===== src/rtl/branch_resolve_ctrl.sv =====
// Branch/jump resolution controller: evaluates an accepted control-flow instruction,
// reports the outcome one cycle later and drives a held redirect to fetch on mispredict.
`timescale 1ns/1ps
module branch_resolve_ctrl #(
  parameter int CNT_W = 16
) (
  input  logic             clk,
  input  logic             rst_n,
  input  logic             in_valid,
  output logic             in_ready,
  input  logic [31:0]      in_pc,
  input  logic [31:0]      in_imm,
  input  logic [31:0]      in_opr1,
  input  logic [31:0]      in_opr2,
  input  logic [2:0]       in_func3,
  input  logic             in_is_jal,
  input  logic             in_is_jalr,
  input  logic             in_pred_taken,
  input  logic [31:0]      in_pred_target,
  output logic             res_valid,
  output logic             res_taken,
  output logic             res_mispredict,
  output logic             res_misalign,
  output logic             res_illegal,
  output logic [31:0]      link_data,
  output logic             flush,
  output logic             redirect_valid,
  input  logic             redirect_ready,
  output logic [31:0]      redirect_pc,
  output logic [CNT_W-1:0] mispredict_cnt
);

  localparam logic [1:0] ST_IDLE     = 2'd0;
  localparam logic [1:0] ST_EVAL     = 2'd1;
  localparam logic [1:0] ST_REDIRECT = 2'd2;

  localparam logic [CNT_W-1:0] CNT_ONE = {{(CNT_W-1){1'b0}}, 1'b1};
  localparam logic [CNT_W-1:0] CNT_MAX = {CNT_W{1'b1}};

  logic [1:0]       state_r;
  logic [1:0]       state_next_s;
  logic             in_ready_r;
  logic             res_valid_r;
  logic             res_taken_r;
  logic             res_mispredict_r;
  logic             res_misalign_r;
  logic             res_illegal_r;
  logic             flush_r;
  logic [31:0]      link_data_r;
  logic [31:0]      next_pc_r;
  logic             redirect_valid_r;
  logic [31:0]      redirect_pc_r;
  logic [CNT_W-1:0] cnt_r;

  logic        accept_s;
  logic        handshake_s;
  logic        enter_redirect_s;
  logic        is_cond_s;
  logic        cond_taken_s;
  logic        bad_func3_s;
  logic        illegal_s;
  logic        taken_s;
  logic [31:0] seq_pc_s;
  logic [31:0] target_s;
  logic [31:0] next_pc_s;
  logic        misalign_s;
  logic        wrong_s;
  logic        mispredict_s;
  logic        ready_next_s;

  assign in_ready       = in_ready_r;
  assign res_valid      = res_valid_r;
  assign res_taken      = res_taken_r;
  assign res_mispredict = res_mispredict_r;
  assign res_misalign   = res_misalign_r;
  assign res_illegal    = res_illegal_r;
  assign flush          = flush_r;
  assign link_data      = link_data_r;
  assign redirect_valid = redirect_valid_r;
  assign redirect_pc    = redirect_pc_r;
  assign mispredict_cnt = cnt_r;

  // Resolve the incoming instruction so results can be registered at acceptance.
  always_comb begin
    cond_taken_s = 1'b0;
    bad_func3_s  = 1'b0;
    case (in_func3)
      3'b000:  cond_taken_s = (in_opr1 == in_opr2);
      3'b001:  cond_taken_s = (in_opr1 != in_opr2);
      3'b100:  cond_taken_s = ($signed(in_opr1) <  $signed(in_opr2));
      3'b101:  cond_taken_s = ($signed(in_opr1) >= $signed(in_opr2));
      3'b110:  cond_taken_s = (in_opr1 <  in_opr2);
      3'b111:  cond_taken_s = (in_opr1 >= in_opr2);
      default: bad_func3_s  = 1'b1;
    endcase

    is_cond_s = ~(in_is_jal | in_is_jalr);
    illegal_s = is_cond_s & bad_func3_s;
    taken_s   = in_is_jal | in_is_jalr | (is_cond_s & cond_taken_s);
    seq_pc_s  = in_pc + 32'd4;

    if (in_is_jalr) begin
      target_s = (in_opr1 + in_imm) & 32'hFFFF_FFFE;
    end else begin
      target_s = in_pc + in_imm;
    end

    if (taken_s) begin
      next_pc_s = target_s;
    end else begin
      next_pc_s = seq_pc_s;
    end

    // Misaligned and illegal outcomes never redirect, so they mask the mispredict.
    misalign_s   = taken_s & target_s[1];
    wrong_s      = (taken_s != in_pred_taken) | (taken_s & (target_s != in_pred_target));
    mispredict_s = wrong_s & ~misalign_s & ~illegal_s;
  end

  // Next-state and handshake decode.
  always_comb begin
    accept_s         = in_valid & in_ready_r;
    handshake_s      = redirect_valid_r & redirect_ready;
    enter_redirect_s = (state_r == ST_EVAL) & res_mispredict_r;
    state_next_s     = state_r;
    case (state_r)
      ST_IDLE: begin
        if (accept_s) begin
          state_next_s = ST_EVAL;
        end else begin
          state_next_s = ST_IDLE;
        end
      end
      ST_EVAL: begin
        if (res_mispredict_r) begin
          state_next_s = ST_REDIRECT;
        end else if (accept_s) begin
          state_next_s = ST_EVAL;
        end else begin
          state_next_s = ST_IDLE;
        end
      end
      ST_REDIRECT: begin
        if (handshake_s) begin
          state_next_s = ST_IDLE;
        end else begin
          state_next_s = ST_REDIRECT;
        end
      end
      default: state_next_s = ST_IDLE;
    endcase
    // EVAL is only entered through acceptance, so the new instruction decides readiness.
    ready_next_s = (state_next_s == ST_IDLE) | ((state_next_s == ST_EVAL) & ~mispredict_s);
  end

  // State and acceptance readiness registers.
  always_ff @(posedge clk or negedge rst_n) begin
    if (!rst_n) begin
      state_r    <= ST_IDLE;
      in_ready_r <= 1'b1;
    end else begin
      state_r    <= state_next_s;
      in_ready_r <= ready_next_s;
    end
  end

  // Resolution results, presented for exactly the cycle after acceptance.
  always_ff @(posedge clk or negedge rst_n) begin
    if (!rst_n) begin
      res_valid_r      <= 1'b0;
      res_taken_r      <= 1'b0;
      res_mispredict_r <= 1'b0;
      res_misalign_r   <= 1'b0;
      res_illegal_r    <= 1'b0;
      flush_r          <= 1'b0;
      link_data_r      <= 32'd0;
      next_pc_r        <= 32'd0;
    end else if (accept_s) begin
      res_valid_r      <= 1'b1;
      res_taken_r      <= taken_s;
      res_mispredict_r <= mispredict_s;
      res_misalign_r   <= misalign_s;
      res_illegal_r    <= illegal_s;
      flush_r          <= mispredict_s;
      link_data_r      <= seq_pc_s;
      next_pc_r        <= next_pc_s;
    end else begin
      res_valid_r      <= 1'b0;
      res_taken_r      <= 1'b0;
      res_mispredict_r <= 1'b0;
      res_misalign_r   <= 1'b0;
      res_illegal_r    <= 1'b0;
      flush_r          <= 1'b0;
    end
  end

  // Redirect request held until fetch takes it; counter saturates at all-ones.
  always_ff @(posedge clk or negedge rst_n) begin
    if (!rst_n) begin
      redirect_valid_r <= 1'b0;
      redirect_pc_r    <= 32'd0;
      cnt_r            <= {CNT_W{1'b0}};
    end else if (enter_redirect_s) begin
      redirect_valid_r <= 1'b1;
      redirect_pc_r    <= next_pc_r;
      if (cnt_r != CNT_MAX) begin
        cnt_r <= cnt_r + CNT_ONE;
      end else begin
        cnt_r <= cnt_r;
      end
    end else if (handshake_s) begin
      redirect_valid_r <= 1'b0;
    end else begin
      redirect_valid_r <= redirect_valid_r;
    end
  end

endmodule


===== config.mk =====
export PLATFORM = sky130hd
export DESIGN_NAME = branch_resolve_ctrl
export DESIGN_NICKNAME = d
export VERILOG_FILES = /design/src/rtl/branch_resolve_ctrl.sv
export SDC_FILE = /design/constraint.sdc
export NUM_CORES = 1
export LEC_CHECK = 0
export ABC_AREA = 1
export CAP_MARGIN = 20
export CORE_UTILIZATION = 48
export DETAILED_ROUTE_END_ITERATION = 10
export GPL_TIMING_DRIVEN = 1
export MAX_ROUTING_LAYER = met4
export PLACE_DENSITY = 0.79
export SETUP_SLACK_MARGIN = 0.15
export SLEW_MARGIN = 20
export SYNTH_ARGS = -nofsm -noshare
export SYNTH_HDL_FRONTEND = slang
export SYNTH_SLANG_ARGS = --single-unit

===== constraint.sdc =====
create_clock -name clk -period 2.2 [get_ports clk]
set_clock_uncertainty 0.2 [all_clocks]
set_input_delay 0.66 -clock clk [delete_from_list [all_inputs] [get_ports clk]]
set_output_delay 0.66 -clock clk [all_outputs]
set_load 0.005 [all_outputs]

==> metrics, run 1 <==
Worst-path end type sequential cell input; Stop stage global routing; clock root cell clkbuf_16; die height 162 um; post-synthesis instance area 12,300 um^2; Error [ERROR GRT-0232] Routing congestion too high. Check the congestion heatmap in the GUI.; sequential area share after synthesis 0.246; count leader, synth nand2_1; Ys Warns 0; Avg Cell Area, Syn 5.96 um^2; # clock sinks 121; top cells by area, synth dfrtp_1 24%, nand2_1 24%, inv_1 12%; starting density of the core 0.488; GPL Wtd Cong 1.01; synth unique cells 47; top cell type's share of synthesized area 0.244; Main synth FF type dfrtp_1; status stopped before the end; Total GRT Usage 0.814; Post-synth top cells 786 x nand2_1, 409 x inv_1, 175 x nand3_1; die width 162 um; syn_nets 2,329; H-tree Lvls 4; number of flops mapped to enable cells by yosys 0; Synth async-reset ratio 1.00; Port Buffer Count 257; HPWL after DPL 40,800 um; clk buf depth 3; Row Count 58; Post-Synthesis Cells 2,062; Ports 258; largest net degree at the start of global routing 63; synthesized flop and latch total 121; Num CTS Buffers 25; largest area contributor in the netlist dfrtp_1; post-GRT worst EP next_pc_r[11]$_DFFE_PN0P_/D; Congestion Overflow GR 50
per-layer routing:
metal | track usage | overflow
met1 | 0.804 | 5
met2 | 0.952 | 16
met3 | 0.674 | 9
met4 | 0.771 | 20
met5 | - | -
cells by family after synthesis:
| logic type | count (synthesis) | share of synthesized area |
|---|---|---|
| XOR/XNOR | 43 | 0.0306 |
| AO/OA/AOI/OAI | 155 | 0.0741 |
| flip-flops | 121 | 0.246 |
| AND/OR/NAND/NOR | 1201 | 0.408 |
| adder cells (fa/ha/maj) | 97 | 0.0999 |
| buffers and inverters | 444 | 0.140 |
| multiplexers | 1 | 0.000916 |
timing repair:
action                                  CTS
setup buffers                            92
cloned                                    3
hold endpoints to repair                 11
endpoints found under the setup margin  164
resized for setup                       872
hold buffers                              1
pin swaps                               192
metrics by stage:
stage | cell area, um^2 | setup WS [ns] | util | instances | hold WS (ns)
2_1_floorplan | 12600 | -0.608 | - | 2062 | 0.164
4_1_cts | 21600 | -0.660 | 0.856 | 3079 | 0.280
3_5_place_dp | 18100 | -1.74 | 0.718 | 2951 | 0.270
3_3_place_gp | 18100 | -1.72 | 0.718 | 2951 | 0.265
==> run 2, diff against run 1 <==
--- a/config.mk
+++ b/config.mk
@@ -7,12 +7,10 @@
 export LEC_CHECK = 0
 export ABC_AREA = 1
 export CAP_MARGIN = 20
-export CORE_UTILIZATION = 48
+export CORE_UTILIZATION = 40
 export DETAILED_ROUTE_END_ITERATION = 10
 export GPL_TIMING_DRIVEN = 1
-export MAX_ROUTING_LAYER = met4
-export PLACE_DENSITY = 0.79
-export SETUP_SLACK_MARGIN = 0.15
+export PLACE_DENSITY_LB_ADDON = 0.15
 export SLEW_MARGIN = 20
 export SYNTH_ARGS = -nofsm -noshare
 export SYNTH_HDL_FRONTEND = slang
==> constraint.sdc (replaced) <==
create_clock -name clk -period 2.85 [get_ports clk]
set_clock_uncertainty 0.2 [all_clocks]
set_input_delay 0.855 -clock clk [delete_from_list [all_inputs] [get_ports clk]]
set_output_delay 0.855 -clock clk [all_outputs]
set_load 0.005 [all_outputs]
==> metrics, run 2 <==
Buf/Inv on CP 7; Die Area 31,400 um^2; FMAX 312 MHz; Diodes inserted 0; core footprint 30,000 um^2; count leader, synth nand2_1; sequential area share after synthesis 0.246; Net Sw Frac 0.368; Max-slew headroom 0.580; Ys Warns 0; Reg clk slew, reported paths 0.05 ns; kind of critical path input port to register; failing checks setup timing; nets 2,914; number of flops mapped to enable cells by yosys 0; Worst path most repeated cell nand2_1; final worst path period share 1.12; Skew-Pair Late Insertion Delay 0.41 ns; ratio of cells with drive above 1 in the final layout 0.323; synth unique cells 47; starting density of the core 0.410; Switch Pwr 3.80 mW; final setup TNS -9.25 ns; syn_nets 2,329; Avg Cell Area, Syn 5.96 um^2; placed insts 2,981; Int Power 6.55 mW; Synth async-reset ratio 1.00; Sequential Power Share 0.266; die width 177 um; CP top delay family simple AND/OR/NAND/NOR gates; most frequent cells in the layout 684 x nand2_1, 372 x inv_1, 290 x buf_4, 135 x nand3_1, 133 x clkdlybuf4s50_1; Num CTS Buffers 17; Ports 258; Startpoint Class input port; status finished, violations left; Placed Area 17,800 um^2; CP max stage delay 0.24 ns; Iteration-0 DRC Markers 1,054; Crit Path Max Fanout 6; Antenna Nets Post-Route 0; post-synthesis instance area 12,300 um^2; clock root cell clkbuf_16; P_leak 11.1 nW; # clock sinks 121; Row Count 63; count of final max-slew check failures 0; Port Buffer Count 257; fin crit period 3.20 ns; CP Cell Sequence buf_8 -> buf_6 -> ha_4 -> inv_2 -> nor3_2 -> nand4_1 -> nor2_2 -> nand2_4 -> buf_6 -> o21ai_2 -> nor2_1 -> nand2_1 -> a21oi_2 -> nand2_1 -> nor2_2 -> buf_12 -> buf_12 -> buf_8 -> nor2_2 -> nand3_2 -> nand2_2 -> nand2_1 -> nand2_1; Layout area overhead 68.2%; Routed wire per std cell 16.4 um; CTS tree yes; antenna violations before repair 2; Crit path required time 3.00 ns; largest net degree at the start of global routing 48; H-tree Lvls 4; largest area contributor in the netlist dfrtp_1; synthesized flop and latch total 121; TritonRoute pass-1 iters 5; RSZ-0062 raised after global routing yes; Hold WS 0.217 ns; commonest non-fill, non-tap cell in the layout nand2_1; DR DRC count 0; vias in the first global route 14,900; Congestion Overflow GR 0; top cells by area, synth dfrtp_1 24%, nand2_1 24%, inv_1 12%; Vias 15,300; Post-synth top cells 786 x nand2_1, 409 x inv_1, 175 x nand3_1; Post-Synthesis Cells 2,062; crit path DAT 3.36 ns; clk buf depth 2; GPL Wtd Cong 1.01; endpoints failing setup 36; Main synth FF type dfrtp_1; Final Hold Fails 0; combinational share of power 0.516; peak supply drop 0.498 mV; drt total wl 49,900 um; first-pass GRT wire length 76,200 um; die height 177 um; HPWL after DPL 38,800 um; Clk pwr share 0.218; drt via density 5.00; Max Cap Viol 0; PD cells 501 nW/um^2; final core occ 0.690; CP max-delay cell ha_4; CP Capture Type register; crit path setup slack, layout -0.355 ns; Total GRT Usage 0.310; final cell count without fillers 3,050; worst hold path class input port to async pin; Design Area, Final 20,700 um^2; Tightest Pin Transition 0.629 ns; top cell type's share of synthesized area 0.244
-- run 2: cell counts after synthesis --
Identical to the previous run, type by type.
-- run 2: stage by stage --
| stage | worst slack (ns) | total power, mW |
|---|---|---|
| after floorplan | -0.153 | 4.82 |
| after global placement | -1.37 | 7.17 |
| after detailed placement | -1.42 | 7.28 |
| after CTS | -0.483 | 10.0 |
| after global routing | -0.542 | 11.0 |
| final | -0.355 | 10.3 |
-- run 2: timing repair --
action / in CTS / in global routing
endpoints found under the setup margin: 47 / 49
hold buffers: 0 / 0
pin swaps: 104 / 132
buffers inserted: 33 / 14
resized for setup: 469 / 309
cloned: 4 / 0
-- run 2: final timing paths --
path                              startpoint            endpoint  slack (ns)  cells after the start
max reg2reg                mispredict_cnt[0]  mispredict_cnt[13]        0.25                     15
max in group asynchronous              rst_n   mispredict_cnt[4]        1.59                      2
max                               in_opr1[8]            in_ready       -0.35                     23
min                                    rst_n      redirect_pc[4]        0.22                      1
min in group clk             redirect_pc[16]     redirect_pc[16]        0.28                      2
min reg2reg                  redirect_pc[16]     redirect_pc[16]        0.28                      2
-- run 2: routing by layer --
metal  share of wire  GRT usage  vias to the layer above
li1                -          -                     7576
met1            0.43      0.397                     7184
met2            0.50      0.552                      434
met3           0.046     0.0270                       68
met4           0.024     0.0876                        2
met5         0.00030          0                        -
-- run 2: layout make-up --
| type | count | area (um^2) |
|---|---|---|
| Clock buffer | 26 | 519 |
| Clock inverter | 6 | 110 |
| Fill cell | 2543 | 9280 |
| Inverter | 413 | 1590 |
| Multi-Input combinational cell | 1497 | 9780 |
| Sequential cell | 121 | 3030 |
| Tap cell | 390 | 488 |
| Timing Repair Buffer | 597 | 5160 |
-- run 2: cells by family (layout without fill, tap and decap cells) --
family                   Yosys count  in the layout  synth area share
AND/OR/NAND/NOR                 1201           1201             0.408
buffers and inverters            444           1042             0.140
AO/OA/AOI/OAI                    155            155            0.0741
flip-flops                       121            121             0.246
adder cells (fa/ha/maj)           97             97            0.0999
XOR/XNOR                          43             43            0.0306
multiplexers                       1              1          0.000916
-- run 2: power groups by stage --
| stage | Combinational (mW) | Sequential (mW) | Clock [mW] |
|---|---|---|---|
| after floorplan | 2.10 | 2.72 | 0 |
| after global placement | 4.45 | 2.72 | 0 |
| after detailed placement | 4.53 | 2.75 | 0 |
| after CTS | 5.04 | 2.74 | 2.26 |
| after global routing | 5.83 | 2.81 | 2.36 |
| final | 5.34 | 2.75 | 2.26 |
Power figures use the tool's default switching activity.
==> run 3, diff against run 2 <==
--- a/config.mk
+++ b/config.mk
@@ -7,7 +7,9 @@
 export LEC_CHECK = 0
 export ABC_AREA = 1
 export CAP_MARGIN = 20
+export CORE_ASPECT_RATIO = 0.6
 export CORE_UTILIZATION = 40
+export CTS_CLUSTER_SIZE = 40
 export DETAILED_ROUTE_END_ITERATION = 10
 export GPL_TIMING_DRIVEN = 1
 export PLACE_DENSITY_LB_ADDON = 0.15
==> metrics, run 3 (same netlist as run 2, synthesis figures left out) <==
Vias 15,700; Port Buffer Count 257; r2r endpoint mispredict_cnt[15]; H-tree Lvls 4; final worst path period share 1.07; Crit Path Max Fanout 4; Max-slew headroom 0.638; Skew-Pair Late Insertion Delay 0.47 ns; TritonRoute pass-1 iters 5; Reg clk slew, reported paths 0.06 ns; crit path DAT 3.23 ns; Iteration-0 DRC Markers 1,385; Num CTS Buffers 25; antenna violations before repair 1; P_leak 11.2 nW; Row Count 49; Tightest Pin Transition 0.544 ns; CP Capture Type register; HPWL after DPL 41,500 um; endpoints failing setup 35; status finished, violations left; Congestion Overflow GR 0; kind of critical path input port to register; Routed wire per std cell 17.3 um; FMAX 328 MHz; starting density of the core 0.408; clock root cell clkbuf_16; clk buf depth 3; Startpoint Class input port; Crit path required time 3.03 ns; drt total wl 53,500 um; drt via density 5.07; largest net degree at the start of global routing 40; crit path setup slack, layout -0.198 ns; most frequent cells in the layout 612 x nand2_1, 356 x inv_1, 334 x buf_4, 137 x nand2_2, 130 x clkdlybuf4s50_1; commonest non-fill, non-tap cell in the layout nand2_1; placed insts 3,030; final cell count without fillers 3,100; vias in the first global route 15,300; Final Hold Fails 0; failing checks setup timing; worst hold path class input port to async pin; Diodes inserted 0; # fillers 2,503; die width 228 um; ratio of cells with drive above 1 in the final layout 0.383; peak supply drop 0.436 mV; first-pass GRT wire length 82,300 um; Ports 258; # clock sinks 121; Hold WS 0.161 ns; count of final max-slew check failures 0; Antenna Nets Post-Route 0; Total GRT Usage 0.338; final core occ 0.713; die height 138 um; area of the multi-input gates 10,400 um^2; GPL Wtd Cong 0.953; Layout area overhead 74.7%; Tot Pwr 10.7 mW; CTS tree yes; sequential cell area 3030 um^2; DR DRC count 0; Die Area 31,500 um^2; fin crit period 3.05 ns; PD cells 500 nW/um^2; R2R depth 15; Max Cap Viol 0; core footprint 30,100 um^2; nets 2,955; worst reg2reg startpoint mispredict_cnt[0]; register-to-register setup slack 0.25 ns; RSZ-0062 raised after global routing yes
==> run 3: changes by cell type in the layout (fill, tap and decap cells not counted), sizes merged <==
cell	change
dlymetal6s2s	-16
clkbuf	-27
buf	+83
clkinvlp	-2
inv	+1
bufinv	-2
clkdlybuf4s15	+5
dlygate4sd2	-6
nand2	+1
clkinv	-2
clkdlybuf4s50	-3
==> run 3: critical path, cell delays in order <==
cell	delay [ns]
buf_8	0.10
ha_4	0.24
a21oi_2	0.13
o21ai_1	0.07
nand2_1	0.11
o211ai_1	0.19
nor2_4	0.28
nand2_1	0.08
nand2_1	0.09
nand3_1	0.08
nand2_1	0.10
inv_2	0.05
nor2_4	0.18
buf_8	0.17
buf_6	0.12
buf_6	0.10
nor2_4	0.03
nand3_2	0.06
nand2_2	0.06
nand2_1	0.05
nand2_1	0.04
==> run 3: what timing repair did <==
action,4_1_cts,5_1_grt
hold buffers,0,0
setup buffers,26,14
cloned,2,0
pin swaps,196,91
gates resized for setup,840,197
setup endpoints to repair,52,46
==> run 3: how the worst max path moves through the flow <==
stage	start	to	depth (start not counted)
final	in_opr1[27]	in_ready	21
after global routing	in_pc[8]	flush	22
after CTS	in_imm[0]	flush	20
after detailed placement	in_imm[22]	flush	19
after global placement	in_opr1[19]	flush	20
after floorplan	in_pc[0]	flush	19
==> run 3: cell type report <==
class	count	share of cell area
Sequential cell	121	0.141
Timing Repair Buffer	629	0.245
Clock inverter	1	0.00140
Clock buffer	30	0.0309
Inverter	413	0.0739
Tap cell	408	0.0238
Multi-Input combinational cell	1498	0.484
==> run 3: power breakdown <==
part	switching (mW)	internal [mW]	total (mW)	leakage [nW]
clock	0.803	1.69	2.50	0.340
sequential	0.353	2.39	2.74	1.53
combinational	2.82	2.67	5.49	9.37
total	3.98	6.76	10.7	11.2
==> run 3: metal layers <==
layer  share of wire  track usage  wire (um)
met1            0.47        0.469      25100
met5         0.00022            0         12
met2            0.43        0.532      23000
met4           0.022       0.0969       1200
met3           0.078       0.0691       4180
==> run 3: per-stage QoR <==
step                      TNS [ns]  setup WS (ns)  cell area, um^2
after floorplan              -1.67         -0.153            12500
after global placement      -48.42          -1.36            18100
after detailed placement    -52.08          -1.29            18100
after CTS                    -1.61         -0.154            20900
after global routing         -8.08         -0.326            21500
final                        -5.02         -0.198            21500
